`src/rtl/scatter_a_unit_pkg.sv`:
```
// Shared constants and types for the A-operand scatter unit.
// Holds the default geometry of the A/B matrices, the constants derived
// from it, and the state encoding of the stripe sequencer.
package scatter_a_unit_pkg;

  localparam int W             = 8;
  localparam int N             = 16;
  localparam int BRAM_W        = 128;
  localparam int BRAM_AW       = 9;
  localparam int DATA_A_SIZE_X = 64;
  localparam int DATA_A_SIZE_Y = 64;
  localparam int DATA_B_SIZE_X = 64;
  localparam int DATA_B_SIZE_Y = 64;

  localparam int STRIPES  = DATA_A_SIZE_Y / N;
  localparam int SKEW_LAT = N - 1;

  typedef enum logic [1:0] {
    IDLE  = 2'd0,
    READ  = 2'd1,
    DRAIN = 2'd2
  } state_t;

endpackage

```
`src/rtl/scatter_a_unit_skew_delay_line.sv`:
```
// Fixed-depth shift register carrying one lane's data plus its valid flag.
// Ports:
//   clk, rst           clock, asynchronous active-low reset
//   in_data, in_valid  lane input
//   out_data, out_valid lane input delayed by DEPTH cycles (DEPTH=0 is a wire)
module skew_delay_line #(
  parameter int W     = 8,
  parameter int DEPTH = 1
) (
  input  logic         clk,
  input  logic         rst,
  input  logic [W-1:0] in_data,
  input  logic         in_valid,
  output logic [W-1:0] out_data,
  output logic         out_valid
);

  generate
    if (DEPTH == 0) begin : g_pass
      assign out_data  = in_data;
      assign out_valid = in_valid;
    end else begin : g_shift
      logic [W-1:0] data_reg  [DEPTH];
      logic         valid_reg [DEPTH];

      always_ff @(posedge clk or negedge rst) begin
        if (!rst) begin
          for (int s = 0; s < DEPTH; s++) begin
            data_reg[s]  <= '0;
            valid_reg[s] <= 1'b0;
          end
        end else begin
          data_reg[0]  <= in_data;
          valid_reg[0] <= in_valid;
          for (int s = 1; s < DEPTH; s++) begin
            data_reg[s]  <= data_reg[s-1];
            valid_reg[s] <= valid_reg[s-1];
          end
        end
      end

      assign out_data  = data_reg[DEPTH-1];
      assign out_valid = valid_reg[DEPTH-1];
    end
  endgenerate

endmodule

```
`src/rtl/scatter_a_unit.sv`:
```
// Streams one N-row stripe of matrix A from a block RAM into the row inputs
// of a systolic array, one K column per cycle, with lane i delayed i cycles.
// Ports:
//   clk, rst        clock, asynchronous active-low reset
//   start_cal       start request (rising edge, ignored while busy)
//   bram_*_a        BRAM port (read only: we=0, wrdata=0, 1-cycle read latency)
//   a_in            skewed row operands, 0 on lanes without valid data
//   col_cal_done    one-cycle pulse once the last skewed element has left
module scatter_a_unit
  import scatter_a_unit_pkg::*;
#(
  parameter int W_P             = W,
  parameter int N_P             = N,
  parameter int BRAM_W_P        = BRAM_W,
  parameter int BRAM_AW_P       = BRAM_AW,
  parameter int DATA_A_SIZE_X_P = DATA_A_SIZE_X,
  parameter int DATA_A_SIZE_Y_P = DATA_A_SIZE_Y,
  parameter int DATA_B_SIZE_X_P = DATA_B_SIZE_X,
  parameter int DATA_B_SIZE_Y_P = DATA_B_SIZE_Y
) (
  input  logic                      clk,
  input  logic                      rst,
  input  logic                      start_cal,
  output logic                      bram_clk_a,
  output logic                      bram_we_a,
  output logic [BRAM_AW_P-1:0]      bram_addr_a,
  output logic [BRAM_W_P-1:0]       bram_wrdata_a,
  input  logic [BRAM_W_P-1:0]       bram_rddata_a,
  output logic [N_P-1:0][W_P-1:0]   a_in,
  output logic                      col_cal_done
);

  localparam int STRIPES_P  = DATA_A_SIZE_Y_P / N_P;
  localparam int SKEW_LAT_P = N_P - 1;
  // Counter serves both the K walk and the drain wait.
  localparam int CNT_MAX    = (DATA_A_SIZE_X_P > SKEW_LAT_P + 1) ? DATA_A_SIZE_X_P : SKEW_LAT_P + 2;
  localparam int CNT_W      = $clog2(CNT_MAX);
  localparam int STRIPE_W   = (STRIPES_P > 1) ? $clog2(STRIPES_P) : 1;

  generate
    if (BRAM_W_P != N_P * W_P) begin : g_chk_bw
      $error("BRAM_W must equal N*W");
    end
    if (DATA_B_SIZE_Y_P != DATA_A_SIZE_X_P) begin : g_chk_k
      $error("DATA_B_SIZE_Y must equal DATA_A_SIZE_X");
    end
    if ((DATA_A_SIZE_Y_P % N_P) != 0) begin : g_chk_y
      $error("DATA_A_SIZE_Y must be a multiple of N");
    end
    if (DATA_A_SIZE_Y_P * DATA_A_SIZE_X_P / N_P > (1 << BRAM_AW_P)) begin : g_chk_aw
      $error("A matrix does not fit the BRAM address space");
    end
    if (DATA_B_SIZE_X_P < 1) begin : g_chk_bx
      $error("DATA_B_SIZE_X must be positive");
    end
  endgenerate

  state_t              state_reg, state_next;
  logic [CNT_W-1:0]    k_reg, k_next;
  logic [STRIPE_W-1:0] stripe_reg, stripe_next;
  logic                start_prev_reg;
  logic                rd_valid_reg;
  logic                done;
  logic [BRAM_AW_P-1:0] base;

  always_ff @(posedge clk or negedge rst) begin
    if (!rst) begin
      state_reg      <= IDLE;
      k_reg          <= '0;
      stripe_reg     <= '0;
      start_prev_reg <= 1'b0;
      rd_valid_reg   <= 1'b0;
    end else begin
      state_reg      <= state_next;
      k_reg          <= k_next;
      stripe_reg     <= stripe_next;
      start_prev_reg <= start_cal;
      // Read data arrives one cycle after the address was issued.
      rd_valid_reg   <= (state_reg == READ);
    end
  end

  always_comb begin
    state_next  = state_reg;
    k_next      = k_reg;
    stripe_next = stripe_reg;
    done        = 1'b0;
    case (state_reg)
      IDLE: begin
        k_next = '0;
        if (start_cal && !start_prev_reg) state_next = READ;
      end
      READ: begin
        if (k_reg == CNT_W'(DATA_A_SIZE_X_P - 1)) begin
          state_next = DRAIN;
          k_next     = '0;
        end else begin
          k_next = k_reg + 1'b1;
        end
      end
      DRAIN: begin
        // Drain covers the read latency plus the deepest skew lane.
        if (k_reg == CNT_W'(SKEW_LAT_P + 1)) begin
          done       = 1'b1;
          state_next = IDLE;
          k_next     = '0;
          stripe_next = (stripe_reg == STRIPE_W'(STRIPES_P - 1)) ? '0 : stripe_reg + 1'b1;
        end else begin
          k_next = k_reg + 1'b1;
        end
      end
      default: begin
        state_next = IDLE;
        k_next     = '0;
      end
    endcase
  end

  assign base          = BRAM_AW_P'(stripe_reg) * BRAM_AW_P'(DATA_A_SIZE_X_P);
  assign bram_addr_a   = (state_reg == READ) ? base + BRAM_AW_P'(k_reg) : base;
  assign bram_clk_a    = clk;
  assign bram_we_a     = 1'b0;
  assign bram_wrdata_a = '0;
  assign col_cal_done  = done;

  genvar gi;
  generate
    for (gi = 0; gi < N_P; gi++) begin : g_lane
      logic [W_P-1:0] lane_data;
      logic           lane_valid;

      skew_delay_line #(
        .W     (W_P),
        .DEPTH (gi)
      ) u_dly (
        .clk       (clk),
        .rst       (rst),
        .in_data   (bram_rddata_a[W_P*gi +: W_P]),
        .in_valid  (rd_valid_reg),
        .out_data  (lane_data),
        .out_valid (lane_valid)
      );

      assign a_in[gi] = lane_valid ? lane_data : '0;
    end
  endgenerate

endmodule

```
`config.mk`:
```
export PLATFORM = sky130hd
export DESIGN_NAME = scatter_a_unit
export DESIGN_NICKNAME = d
export VERILOG_FILES = /design/src/rtl/scatter_a_unit_pkg.sv /design/src/rtl/scatter_a_unit_skew_delay_line.sv /design/src/rtl/scatter_a_unit.sv
export SDC_FILE = /design/constraint.sdc
export NUM_CORES = 1
export LEC_CHECK = 0
export CAP_MARGIN = 20
export CORE_MARGIN = 5
export CORE_UTILIZATION = 50
export CTS_BUF_LIST = sky130_fd_sc_hd__clkbuf_16
export DETAILED_ROUTE_END_ITERATION = 12
export DONT_BUFFER_PORTS = 1
export PLACE_DENSITY = 0.65
export SLEW_MARGIN = 20
export SYNTH_ARGS = -nofsm -noshare
export SYNTH_HDL_FRONTEND = slang
export SYNTH_SLANG_ARGS = --single-unit
```
`constraint.sdc`:
```
create_clock -name clk -period 1.7 [get_ports clk]
set_clock_uncertainty 0.05 [all_clocks]
set_input_delay 0.17 -clock clk [delete_from_list [all_inputs] [get_ports clk]]
set_output_delay 0.17 -clock clk [all_outputs]
set_load 0.05 [all_outputs]
```
==> results.sh, run 1 <==
export IMPL_status="finished with violations"
export IMPL_failed_checks="hold timing, setup timing"
export IMPL_wl_per_cell_um=16.69
export IMPL_largest_reg_flops=840
export IMPL_antenna_found_initial=1
export IMPL_cts_root_buf="clkbuf_16"
export IMPL_final_cell_mix="dfrtp_1 (975), conb_1 (130), dlygate4sd3_1 (121)"
export IMPL_maxSlewViolCount=0
export IMPL_firstDrtPassIters=4
export IMPL_crit_path_end_kind="output port"
export IMPL_antenna_left=0
export IMPL_cellPowerDensity_mw_per_mm2=1625
export IMPL_via_count=9883
export IMPL_tightest_slew_ns=0.7944
export IMPL_cap_violations=0
export IMPL_clk_latency_ns=0.62
export IMPL_ir_worst_vdd_uv=1149
export IMPL_viasPerCell=4.245
export IMPL_start_util=0.5074
export IMPL_finalPower_mw=52.80
export IMPL_final_util=0.6146
export IMPL_grt_overflow=0
export IMPL_whs_ns=-0.7930
export IMPL_min_period_over_period=1.214
export IMPL_fmax_ghz=0.4846
export IMPL_first_global_vias=11070
export IMPL_cts_sinks=987
export IMPL_synth_edf_count=0
export IMPL_netlist_instances=1298
export IMPL_die_y_um=241.6
export IMPL_synth_warnings=0
export IMPL_worstPathArrival_ns=1.84
export IMPL_port_buffers=0
export IMPL_synth_distinct_cells=23
export IMPL_ys_seq_area_frac=0.9208
export IMPL_first_iter_violations=550
export IMPL_gp_congestion=0.7368
export IMPL_grt_pass1_wl_um=61570
export IMPL_finish_net_count=1702
export IMPL_finalWorstSetupSlack_ns=-0.3637
export IMPL_clk_path_buf_depth=3
export IMPL_hold_path_class="input port to async pin"
export IMPL_fin_crit_ns=2.064
export IMPL_drive_above_1_share=0.2068
export IMPL_synthArstFlopShare=1.000
export IMPL_syn_to_final_growth_pct=21.13
export IMPL_ys_ff_latch=987
export IMPL_setup_viol=8
export IMPL_cts_hold_buf=121
export IMPL_worst_setup_path_start_kind="register"
export IMPL_wl_um=38860
export IMPL_cts_tree="built"
export IMPL_final_common_cell="dfrtp_1"
export IMPL_io_pins=399
export IMPL_rows=84
export IMPL_die_width_um=241.6
export IMPL_n_fill_cell=3568
export IMPL_cts_buffers=91
export IMPL_synthFlopType="dfrtp_1"
export IMPL_grt_max_degree=988
export IMPL_dpl_hpwl_um=19730
export IMPL_tns_ns=-1.552
export IMPL_h_tree_depth=3
export IMPL_path_class="register to output port"
export IMPL_drc=0
export IMPL_crit_fanout=2
export IMPL_syn_area_mm2=0.02682
export IMPL_dieArea_mm2=0.05838
export IMPL_core_area_mm2=0.05287
export IMPL_power_leakage_nw=15.06
export IMPL_maxSlewHeadroom=0.4704
export IMPL_clkTransAtPathRegs_ns=0.07
export IMPL_synth_area_per_cell_um2=20.67
export IMPL_rsz0062_at_grt="true"
export IMPL_required_ns=1.48
export IMPL_grtUsageTotal=0.1331
export IMPL_finalHoldViolCount=476
cells in the mapped netlist, drive strengths merged, types with 2 or more instances:
library cell | n | area [µm²]
dfrtp | 987 | 24700
and2 | 134 | 839.6
buf | 131 | 983.4
nor2 | 9 | 33.78
inv | 7 | 26.28
ha | 6 | 75.07
nand2 | 4 | 15.01
xnor2 | 3 | 26.28
mux2 | 2 | 22.52
nand3 | 2 | 10.01
o21ai | 2 | 10.01
path summary, 6_finish.rpt:
path                                                  startpoint  cells past startpoint                                     to  slack, ns
hold / removal                                               rst                      0  g_lane[12].u_dly.g_shift.data_reg[93]      -0.79
min in group clk                                bram_rddata_a[9]                      1            g_lane[1].u_dly.out_data[1]       0.05
max in group asynchronous                                    rst                      2  g_lane[13].u_dly.g_shift.valid_reg[8]       0.52
setup reg to reg                                        k_reg[0]                      6                           state_reg[0]      -0.10
hold reg to reg            g_lane[11].u_dly.g_shift.data_reg[47]                      0  g_lane[11].u_dly.g_shift.data_reg[39]       0.27
setup / recovery                                        k_reg[0]                      7                           col_cal_done      -0.36
report_power, final:
| group | total [mW] | leakage (nW) | internal (mW) | switching [mW] |
|---|---|---|---|---|
| sequential | 25.7 | 11.5 | 24.9 | 0.818 |
| combinational | 7.19 | 2.03 | 2.00 | 5.19 |
| clock | 19.9 | 1.53 | 11.7 | 8.22 |
layer usage:
layer,GRT usage,routed length (µm),vias up
li1,-,-,4293
met1,0.1650,14870,5177
met2,0.2207,20260,327
met3,0.04038,2552,86
met4,0.05707,1175,0
met5,0,0,-
metrics by stage:
step           instances  setup slack (ns)  area, µm²
2_1_floorplan       1427           0.09339      27310
3_3_place_gp        2015           0.04120      27420
3_5_place_dp        2015           -0.1075      27420
4_1_cts             2315           -0.4176      32130
5_1_grt             2328           -0.4634      32490
6_report            2328           -0.3637      32490
logic make-up (layout without fill, tap and decap cells):
family	count (synthesis)	in the layout	synth area share
multiplexers	2	2	0.0008396
flip-flops	987	987	0.9208
other	1	131	0.0001398
AO/OA/AOI/OAI	6	6	0.001539
buffers and inverters	138	350	0.03764
AND/OR/NAND/NOR	154	154	0.03494
XOR/XNOR	4	4	0.001306
adder cells (fa/ha/maj)	6	6	0.002799
critical path, stage by stage (launching register included):
cell and delay, ns:
dfrtp_1 0.41, inv_2 0.08, ha_4 0.14, nand2_4 0.06, nor4_4 0.15, nand2_1 0.13, inv_1 0.08, buf_6 0.16
timing repair:
| item | in CTS | in global routing |
|---|---|---|
| gates cloned | 0 | 2 |
| endpoints found under the hold margin | 1110 | 476 |
| pin swaps | 4 | 5 |
| setup buffers | 12 | 5 |
| gates resized for setup | 238 | 59 |
| endpoints found under the setup margin | 141 | 240 |
layout make-up:
cell class                 instances  area (µm²)  area share
sequential                       987       24710      0.7606
clock buffer                      92        2302     0.07086
multi-input combinational        302        1971     0.06065
timing repair buffer             176        1939     0.05969
tap                              688       860.8     0.02649
clock inverter                    75       675.6     0.02079
inverter                           7       26.28   0.0008087
antenna                            1       2.502  0.00007702
Note: power is estimated with default switching activity, not from simulation.
==> run 2, diff against run 1 <==
--- a/config.mk
+++ b/config.mk
@@ -7,12 +7,12 @@
 export LEC_CHECK = 0
 export CAP_MARGIN = 20
 export CORE_MARGIN = 5
-export CORE_UTILIZATION = 50
+export CORE_UTILIZATION = 33
 export CTS_BUF_LIST = sky130_fd_sc_hd__clkbuf_16
 export DETAILED_ROUTE_END_ITERATION = 12
-export DONT_BUFFER_PORTS = 1
-export PLACE_DENSITY = 0.65
+export PLACE_DENSITY = 0.52
 export SLEW_MARGIN = 20
 export SYNTH_ARGS = -nofsm -noshare
 export SYNTH_HDL_FRONTEND = slang
 export SYNTH_SLANG_ARGS = --single-unit
+export TNS_END_PERCENT = 20
==> run 2 against run 1 <==
Total power rose by 9.7%; global-route usage fell by 3.2 points; critical endpoint is now state_reg[0]; sequential cell count did not move; largest cell class unchanged; the flow finishes with violations (setup timing).
==> results.sh, run 2 (synthesized netlist as in run 1, its figures left out) <==
export IMPL_wl_um=42870
export IMPL_power_leakage_nw=16.85
export IMPL_path_class="register to register"
export IMPL_fin_crit_ns=2.196
export IMPL_drc=0
export IMPL_fmax_ghz=0.4553
export IMPL_highest_layer="met4"
export IMPL_ir_worst_vdd_uv=1079
export IMPL_crit_fanout=3
export IMPL_grtUsageTotal=0.1014
export IMPL_maxSlewViolCount=0
export IMPL_finish_net_count=1991
export IMPL_io_pins=399
export IMPL_viasPerCell=3.645
export IMPL_syn_to_final_growth_pct=38.32
export IMPL_setup_viol=143
export IMPL_cap_violations=0
export IMPL_grt_max_degree=86
export IMPL_antenna_left=0
export IMPL_final_cells=2991
export IMPL_final_cell_mix="dfrtp_1 (972), conb_1 (130), clkdlybuf4s50_1 (129), buf_12 (129), dlygate4sd3_1 (122)"
export IMPL_worst_setup_path_start_kind="register"
export IMPL_dr_wl_met3_um=2448
export IMPL_cellPowerDensity_mw_per_mm2=1561
export IMPL_start_util=0.3330
export IMPL_largest_reg_flops=840
export IMPL_wl_per_cell_um=14.33
export IMPL_wl_met1_um=16940
export IMPL_core_area_mm2=0.08055
export IMPL_final_util=0.4606
export IMPL_min_period_over_period=1.292
export IMPL_required_ns=2.32
export IMPL_tns_ns=-12.96
export IMPL_rows=104
export IMPL_die_y_um=295.1
export IMPL_worstPathArrival_ns=2.82
export IMPL_failed_checks="setup timing"
export IMPL_drive_above_1_share=0.2565
export IMPL_first_global_vias=12300
export IMPL_clk_latency_ns=0.73
export IMPL_final_common_cell="dfrtp_1"
export IMPL_firstDrtPassIters=4
export IMPL_via_count=10900
export IMPL_dpl_hpwl_um=26220
export IMPL_cts_tree="built"
export IMPL_gp_congestion=0.7249
export IMPL_die_width_um=295.1
export IMPL_place_area_mm2=0.03194
export IMPL_dieArea_mm2=0.08708
export IMPL_placed_cells=2668
export IMPL_grt_overflow=0
export IMPL_met2WireLength_um=22050
export IMPL_finalWorstSetupSlack_ns=-0.4963
export IMPL_grt_pass1_wl_um=69300
export IMPL_status="finished with violations"
export IMPL_rsz0062_at_grt="true"
export IMPL_clkTransAtPathRegs_ns=0.06
export IMPL_port_buffers=268
export IMPL_hold_path_class="input port to async pin"
export IMPL_crit_path_end_kind="register"
export IMPL_antenna_found_initial=1
export IMPL_first_iter_violations=340
export IMPL_finalHoldViolCount=0
export IMPL_stdcell_area_mm2=0.03710
-- run 2: cell count changes in the layout (fill, tap and decap cells not counted), moves of 5 or more --
cell | previous run | this run
buf_4 | 18 | 32
clkdlybuf4s50_1 | 0 | 129
buf_8 | 18 | 5
and2_2 | 26 | 0
and2_4 | 103 | 119
buf_16 | 5 | 0
buf_12 | 0 | 129
clkinvlp_4 | 2 | 7
clkbuf_16 | 94 | 104
buf_6 | 12 | 35
and2_1 | 5 | 15
-- run 2: path summary, 6_finish.rpt --
kind,startpoint,to,slack (ns),depth (start not counted)
max reg2reg,k_reg[0],state_reg[0],-0.50,10
min reg2reg,g_lane[11].u_dly.g_shift.data_reg[42],g_lane[11].u_dly.g_shift.data_reg[34],0.28,0
min,rst,g_lane[12].u_dly.g_shift.data_reg[33],0.14,3
min in group clk,g_lane[11].u_dly.g_shift.data_reg[42],g_lane[11].u_dly.g_shift.data_reg[34],0.28,0
max in group asynchronous,rst,g_lane[14].u_dly.g_shift.valid_reg[12],0.96,4
max,k_reg[0],state_reg[0],-0.50,10
-- run 2: critical path: stages, from the launching register on --
cell	delay, ns
dfrtp_1	0.38
inv_1	0.07
ha_2	0.18
nand2_2	0.07
buf_4	0.15
buf_6	0.11
buf_6	0.10
buf_6	0.10
o41a_1	0.37
or3b_1	0.41
a21oi_2	0.14
-- run 2: area by class of cell --
type,count,area (µm²)
fill,6761,43450
sequential,987,24720
timing repair buffer,453,5809
clock buffer,105,2614
multi-input combinational,302,1944
tap,1060,1326
clock inverter,76,658.1
inverter,7,26.28
antenna,1,2.502
-- run 2: timing repair --
action                                  4_1_cts  5_1_grt
endpoints found under the hold margin      1108        0
hold buffers                                123        0
gates resized for setup                     182       20
endpoints found under the setup margin      142      145
cloned                                        0        0
setup buffers                                17        4
pin swaps                                     9        8
-- run 2: routing by layer --
| metal | track usage | up-vias |
|---|---|---|
| met5 | 0 | - |
| met4 | 0.04462 | 0 |
| met3 | 0.02809 | 110 |
| met2 | 0.1650 | 286 |
| met1 | 0.1286 | 5629 |
| li1 | - | 4877 |
-- run 2: metrics by stage --
step                      hold slack (ns)  worst slack (ns)  power [mW]
after floorplan                   -0.1756           0.09339       30.62
after global placement            0.07114          -0.04209       35.70
after detailed placement          0.06889          -0.04979       35.80
after CTS                         0.07240           -0.5656       58.81
after global routing               0.1365           -0.5864       60.42
final                              0.1412           -0.4963       57.90
-- run 2: report_power, final --
group	internal (mW)	total [mW]	leakage, nW	switching (mW)
logic	4.97	11.0	3.70	5.98
clock network	12.4	21.2	1.64	8.85
registers	24.9	25.7	11.5	0.781
total	42.3	57.9	16.9	15.6
